$ cat src/rtl/alu_issue.sv
// alu_issue: decode/issue/writeback stage ahead of the ALU; optional divide-by-zero trap under ALU_DIVZERO_TRAP_EN
module alu_issue #(
  parameter int TIMEOUT_CYCLES = 64,
  parameter int NREGS_LOG2     = 5
) (
  input  logic                  clk,
  input  logic                  rst,
  input  logic                  instr_valid,
  output logic                  instr_ready,
  input  logic [31:0]           instr,
  output logic                  in_alu,
  output logic [31:0]           operand1,
  output logic [31:0]           operand2,
  output logic [5:0]            operation,
  output logic [5:0]            op,
  output logic [4:0]            shamt,
  input  logic [31:0]           alu_result,
  input  logic                  out_alu,
  output logic                  retire,
  output logic [NREGS_LOG2-1:0] retire_rd,
  output logic [31:0]           retire_data,
  output logic                  err_illegal,
  output logic                  err_timeout,
  output logic                  err_divzero,
  input  logic [NREGS_LOG2-1:0] dbg_addr,
  output logic [31:0]           dbg_data
);
  typedef enum logic [1:0] {IDLE, DECODE, EXEC, WB} state_t;
  state_t state_q, state_d;
  logic [31:0] instr_q, instr_d;
  logic [NREGS_LOG2-1:0] dest_q, dest_d;
  logic in_alu_q, in_alu_d;
  logic [31:0] operand1_q, operand1_d, operand2_q, operand2_d;
  logic [5:0] operation_q, operation_d, op_q, op_d;
  logic [4:0] shamt_q, shamt_d;
  logic [15:0] wd_q, wd_d;
  logic retire_q, retire_d;
  logic [NREGS_LOG2-1:0] retire_rd_q, retire_rd_d;
  logic [31:0] retire_data_q, retire_data_d;
  logic err_illegal_q, err_illegal_d, err_timeout_q, err_timeout_d, err_divzero_q, err_divzero_d;
  logic [31:0] rf_q [2**NREGS_LOG2];
  logic [5:0] opc, funct;
  logic [NREGS_LOG2-1:0] rs, rt, rd;
  logic [31:0] rs_val, rt_val, imm_sx;
  logic is_r, legal, divz;
  assign opc    = instr_q[31:26];
  assign rs     = instr_q[25:21];
  assign rt     = instr_q[20:16];
  assign rd     = instr_q[15:11];
  assign funct  = instr_q[5:0];
  assign imm_sx = {{16{instr_q[15]}}, instr_q[15:0]};
  assign rs_val = rf_q[rs];
  assign rt_val = rf_q[rt];
  assign is_r   = opc == 6'b000000;
  assign legal  = is_r ? (funct >= 6'd1 && funct <= 6'd13) : (opc == 6'b001000);
`ifdef ALU_DIVZERO_TRAP_EN
  assign divz = is_r && funct == 6'b001100 && rt_val == 32'd0;
`else
  assign divz = 1'b0;
`endif
  assign instr_ready = state_q == IDLE;
  assign in_alu      = in_alu_q;
  assign operand1    = operand1_q;
  assign operand2    = operand2_q;
  assign operation   = operation_q;
  assign op          = op_q;
  assign shamt       = shamt_q;
  assign retire      = retire_q;
  assign retire_rd   = retire_rd_q;
  assign retire_data = retire_data_q;
  assign err_illegal = err_illegal_q;
  assign err_timeout = err_timeout_q;
  assign err_divzero = err_divzero_q;
  assign dbg_data    = dbg_addr == '0 ? 32'd0 : rf_q[dbg_addr];
  // next-state and registered-output logic; pulses default low, everything else holds
  always_comb begin
    state_d       = state_q;
    instr_d       = instr_q;
    dest_d        = dest_q;
    in_alu_d      = in_alu_q;
    operand1_d    = operand1_q;
    operand2_d    = operand2_q;
    operation_d   = operation_q;
    op_d          = op_q;
    shamt_d       = shamt_q;
    wd_d          = wd_q;
    retire_d      = 1'b0;
    retire_rd_d   = retire_rd_q;
    retire_data_d = retire_data_q;
    err_illegal_d = 1'b0;
    err_timeout_d = 1'b0;
    err_divzero_d = 1'b0;
    case (state_q)
      IDLE: begin
        instr_d = instr_valid ? instr : instr_q;
        state_d = instr_valid ? DECODE : IDLE;
      end
      DECODE: begin
        err_illegal_d = !legal;
        err_divzero_d = legal && divz;
        state_d       = (legal && !divz) ? EXEC : IDLE;
        if (legal && !divz) begin
          in_alu_d    = 1'b1;
          operand1_d  = rs_val;
          operand2_d  = is_r ? rt_val : imm_sx;
          operation_d = is_r ? funct : 6'b001101;
          op_d        = opc;
          shamt_d     = instr_q[10:6];
          dest_d      = is_r ? rd : rt;
          wd_d        = 16'd0;
        end
      end
      EXEC: begin
        if (out_alu) begin
          in_alu_d      = 1'b0;
          retire_d      = 1'b1;
          retire_rd_d   = dest_q;
          retire_data_d = alu_result;
          state_d       = WB;
        end else if (wd_q == 16'(TIMEOUT_CYCLES - 1)) begin
          in_alu_d      = 1'b0;
          err_timeout_d = 1'b1;
          state_d       = IDLE;
        end else begin
          wd_d = wd_q + 16'd1;
        end
      end
      default: state_d = IDLE;
    endcase
  end
  // state, output registers and register-file writeback (r0 never written)
  always_ff @(posedge clk) begin
    if (rst) begin
      state_q       <= IDLE;
      instr_q       <= '0;
      dest_q        <= '0;
      in_alu_q      <= 1'b0;
      operand1_q    <= '0;
      operand2_q    <= '0;
      operation_q   <= '0;
      op_q          <= '0;
      shamt_q       <= '0;
      wd_q          <= '0;
      retire_q      <= 1'b0;
      retire_rd_q   <= '0;
      retire_data_q <= '0;
      err_illegal_q <= 1'b0;
      err_timeout_q <= 1'b0;
      err_divzero_q <= 1'b0;
      for (int i = 0; i < 2**NREGS_LOG2; i++) rf_q[i] <= '0;
    end else begin
      state_q       <= state_d;
      instr_q       <= instr_d;
      dest_q        <= dest_d;
      in_alu_q      <= in_alu_d;
      operand1_q    <= operand1_d;
      operand2_q    <= operand2_d;
      operation_q   <= operation_d;
      op_q          <= op_d;
      shamt_q       <= shamt_d;
      wd_q          <= wd_d;
      retire_q      <= retire_d;
      retire_rd_q   <= retire_rd_d;
      retire_data_q <= retire_data_d;
      err_illegal_q <= err_illegal_d;
      err_timeout_q <= err_timeout_d;
      err_divzero_q <= err_divzero_d;
      if (state_q == WB && retire_rd_q != '0) rf_q[retire_rd_q] <= retire_data_q;
    end
  end
endmodule

$ cat config.mk
export PLATFORM = sky130hd
export DESIGN_NAME = alu_issue
export DESIGN_NICKNAME = d
export VERILOG_FILES = /design/src/rtl/alu_issue.sv
export SDC_FILE = /design/constraint.sdc
export NUM_CORES = 2
export LEC_CHECK = 0
export ABC_AREA = 0
export BUFFER_PORTS_ARGS = -buffer_cell sky130_fd_sc_hd__buf_2
export CORE_AREA = 5 5 329 331
export CTS_CLUSTER_DIAMETER = 80
export CTS_CLUSTER_SIZE = 25
export DETAILED_ROUTE_END_ITERATION = 16
export DIE_AREA = 0 0 334 336
export PLACE_DENSITY_LB_ADDON = 0.25
export SYNTH_ARGS = -nofsm -noshare
export SYNTH_HDL_FRONTEND = slang
export SYNTH_SLANG_ARGS = --single-unit
$ cat constraint.sdc
create_clock -name clk -period 7.4 [get_ports clk]
set_clock_uncertainty 0.05 [all_clocks]
set_input_delay 0.74 -clock clk [delete_from_list [all_inputs] [get_ports clk]]
set_output_delay 0.74 -clock clk [all_outputs]
set_load 0.02 [all_outputs]
==> flow_summary.yaml <==
run_status:
  run_status: "completed"
floorplan:
  die_y_um: 336
  fp.coreArea_um2: 105000
  design.die.area_um2: 112000
  fp-row-count: 119
  design.portCount: 229
  floorplan.die.width_um: 334
  floorplan.initialDensity: 0.655
timing:
  totalNegativeSetupSlack_ns: 0
  tightest_slew_ns: 1.43
  max_freq_mhz: 207
  slew_violations: 0
  max-slew-margin-rel: 0.0432
  setup_viol_count_final: 0
  finalHoldViolations: 0
  min_period_over_period: 0.651
  rsz0062_at_grt: "no"
  minimum_hold_slack_ns: 0.186
  fin_crit_ns: 4.82
clock_network:
  post-cts-setup-buffers: 0
  cts_made_buffers: 57
  htree_levels: 2
  worst_skew_pair_later_pin_latency_ns: 0.74
  clock_tree_from_tritoncts: "done"
  cts_sinks: 1206
  cts.reportedPaths.clkPinSlew_ns: 0.10
  max-clock-path-buffers: 3
  post_cts.resized_instances: 0
  ctsHoldBuffers: 0
  cts.root.buffer_cell: "sky130_fd_sc_hd__clkbuf_16"
final_layout:
  layout.area.seq_um2: 34400
  syn2layout_area_growth_pct: 6.39
  final_layout_size_suffix_gt1_frac: 0.318
  multi_input_comb_area_um2: 32800
  finish.instance_area_um2: 73000
  finalNetCount: 4589
  finalNonFillerCells: 5960
  layout.filler_cells: 6709
global_route:
  grt_usage: 0.405
  grt_pass1_wl_um: 324000
  grt_max_degree: 104
  number_of_global_route_vias_before_repair: 44943
  grt_antenna_before_repair: 7
  overflow: 0
detailed_routing:
  drt.antenna.violating_nets: 0
  wl_final_um: 229000
  drt-wirelength-per-cell_um: 38.3
  drt-initial-drc-count: 8902
  drc: 0
  via_count: 46692
  first_pass_iters: 6
  vias_per_cell: 7.83
synth:
  post_synth_instance_area_um2: 68600
  ys_top_cells_by_area: "sky130_fd_sc_hd__edfxtp_1, sky130_fd_sc_hd__mux4_2, sky130_fd_sc_hd__and2_1"
  netlist.top_cell.by_area: "sky130_fd_sc_hd__edfxtp_1"
  ys_seq_elements: 1206
  asyncSetResetFlopFracSynth: 0
  post-synth-top-area-fraction: 0.448
  post_synth_num_cell_types: 63
  syn-mean-instance-area_um2: 15.0
  synth_edf_count: 1024
  dominantRegCellSynth: "sky130_fd_sc_hd__edfxtp_1"
  synthesis.instances: 4575
  synth_warnings: 0
  yosysSeqAreaShare: 0.501
worst_setup_path:
  critical_path_peak_fanout: 74
  crit_type: "in2out"
  critical_path_buf_inv_count: 3
  slowest_delay_ns: 0.69
  setup.worst_path.start_class: "primary input"
  worst_ep_arrival_time_ns: 4.03
  slowest_cell_on_crit_path: "sky130_fd_sc_hd__buf_4"
  critical_path_required_ns: 6.61
  cp_endpoint_kind: "output pin"
  path_cells: "buf_8, buf_4, mux4_2, mux4_2, nand2_1, o21ai_0, buf_2"
  timing.critical_path.mode_cell: "sky130_fd_sc_hd__mux4_2"
  worst_path_dominant_cell_family: "buffers and inverters"
pwr:
  power.static_leakage_nw: 24.7
  power.ir.vdd_worst_mv: 0.220
  power_density_nw_per_um2: 192
place:
  count_of_buffers_from_port_buffering: 227
  dpl_cell_area_um2: 71200
  place_congestion: 0.913
  place_hpwl_um: 133000
  numPlacedInstances: 5847
flow_run:
  maxCapViolCount: 0
hold_path:
  min_delay_path_class: "in2reg"
registers in the layout, summed over array words and instances (netlist names), named ones only:
| name | count |
|---|---|
| retire_data | 32 |
| operand2 | 32 |
| instr_q | 32 |
| operand1 | 32 |
| op | 6 |
| wd_q | 16 |
| state_q | 2 |
| shamt | 5 |
| err_illegal | 1 |
| rf_q | 1024 |
| operation | 6 |
| in_alu | 1 |
| err_timeout | 1 |
| dest_q | 5 |
| retire_rd | 5 |
| retire | 1 |
cell usage after synthesis (all sizes together), types with 2 or more instances:
| cell type | number |
|---|---|
| a221o | 4 |
| a211o | 10 |
| nand2 | 226 |
| a31oi | 2 |
| a22o | 10 |
| a21oi | 131 |
| and3 | 5 |
| a2111o | 4 |
| or3b | 5 |
| nand3 | 15 |
| a21o | 30 |
| buf | 174 |
| nand3b | 7 |
| mux4 | 880 |
| and4 | 5 |
| o211ai | 15 |
| nor3 | 16 |
| o2111ai | 5 |
| mux2 | 10 |
| nor2b | 32 |
| clkbuf | 325 |
| and2 | 1007 |
| a221oi | 4 |
| o21ai | 89 |
| mux2i | 97 |
| o22ai | 61 |
| a2111oi | 29 |
| edfxtp | 1024 |
| nor4 | 4 |
| inv | 34 |
| or4 | 2 |
| or3 | 4 |
| clkinv | 2 |
| nor2 | 75 |
| a22oi | 8 |
| nand4 | 3 |
| nand2b | 13 |
| a211oi | 16 |
| dfxtp | 182 |
cells in the final DEF (no fill, tap or decap), types with 32 or more instances in the layout:
cell type / n
sky130_fd_sc_hd__buf_4: 114
sky130_fd_sc_hd__buf_2: 222
sky130_fd_sc_hd__clkbuf_16: 61
sky130_fd_sc_hd__o21ai_0: 57
sky130_fd_sc_hd__inv_1: 34
sky130_fd_sc_hd__o22ai_1: 61
sky130_fd_sc_hd__edfxtp_1: 1024
sky130_fd_sc_hd__mux2i_1: 97
sky130_fd_sc_hd__mux4_2: 880
sky130_fd_sc_hd__nor2_4: 32
sky130_fd_sc_hd__conb_1: 33
sky130_fd_sc_hd__a21oi_1: 120
sky130_fd_sc_hd__and2_1: 1004
sky130_fd_sc_hd__nor2_1: 43
sky130_fd_sc_hd__dfxtp_1: 173
sky130_fd_sc_hd__nand2_1: 223
final timing paths:
check / start / end / slack (ns) / cells past startpoint
worst max-delay path: dbg_addr[0] / dbg_data[30] / 2.58 / 7
worst min-delay path: alu_result[18] / retire_data[18]$_SDFFE_PP0P_ / 0.19 / 3
worst max register to register: flop / operand2[16]$_SDFFE_PP0P_ / 3.38 / 6
worst min register to register: operand1[9]$_SDFFE_PP0P_ / operand1[9]$_SDFFE_PP0P_ / 0.40 / 1
final cells by class:
cell class	count	area share
antenna	10	0.000343
clock buffer	87	0.0224
clock inverter	16	0.00194
inverter	36	0.00188
multi-input combinational	2866	0.448
sequential	1206	0.471
tap	1391	0.0238
timing repair buffer	348	0.0298
cells by family after synthesis:
family,share of synthesized area
AO/OA/AOI/OAI,0.0414
XOR/XNOR,0.000128
adder cells (fa/ha/maj),0.000182
buffers and inverters,0.0329
flip-flops,0.501
multiplexers,0.304
other,0.0000546
AND/OR/NAND/NOR,0.120
per-stage QoR:
| stage | setup WS [ns] | util | power (mW) |
|---|---|---|---|
| 2_1_floorplan | 3.25 | - | 9.40 |
| 3_5_place_dp | 2.55 | 0.680 | 10.2 |
| 6_report | 2.58 | 0.697 | 14.0 |
| 3_3_place_gp | 2.58 | 0.680 | 10.1 |
| 5_1_grt | 2.36 | 0.697 | 14.3 |
| 4_1_cts | 2.55 | 0.697 | 13.9 |
tightest hold or removal path, cell delays in order:
cell                      delay [ns]
sky130_fd_sc_hd__buf_2          0.09
sky130_fd_sc_hd__nand2_1        0.04
sky130_fd_sc_hd__a21oi_1        0.05
report_power, final:
group,switching (mW),internal (mW)
Sequential,0.258,7.60
Combinational,1.31,0.972
Clock,2.25,1.60
Total,3.82,10.2
per-layer routing:
layer,share of wire,wire length [µm],track usage
met1,0.32,72600,0.537
met2,0.43,98500,0.583
met3,0.19,44300,0.195
met4,0.057,13100,0.173
met5,0.00014,32,0
No activity file was read; power rests on OpenSTA's default activity.
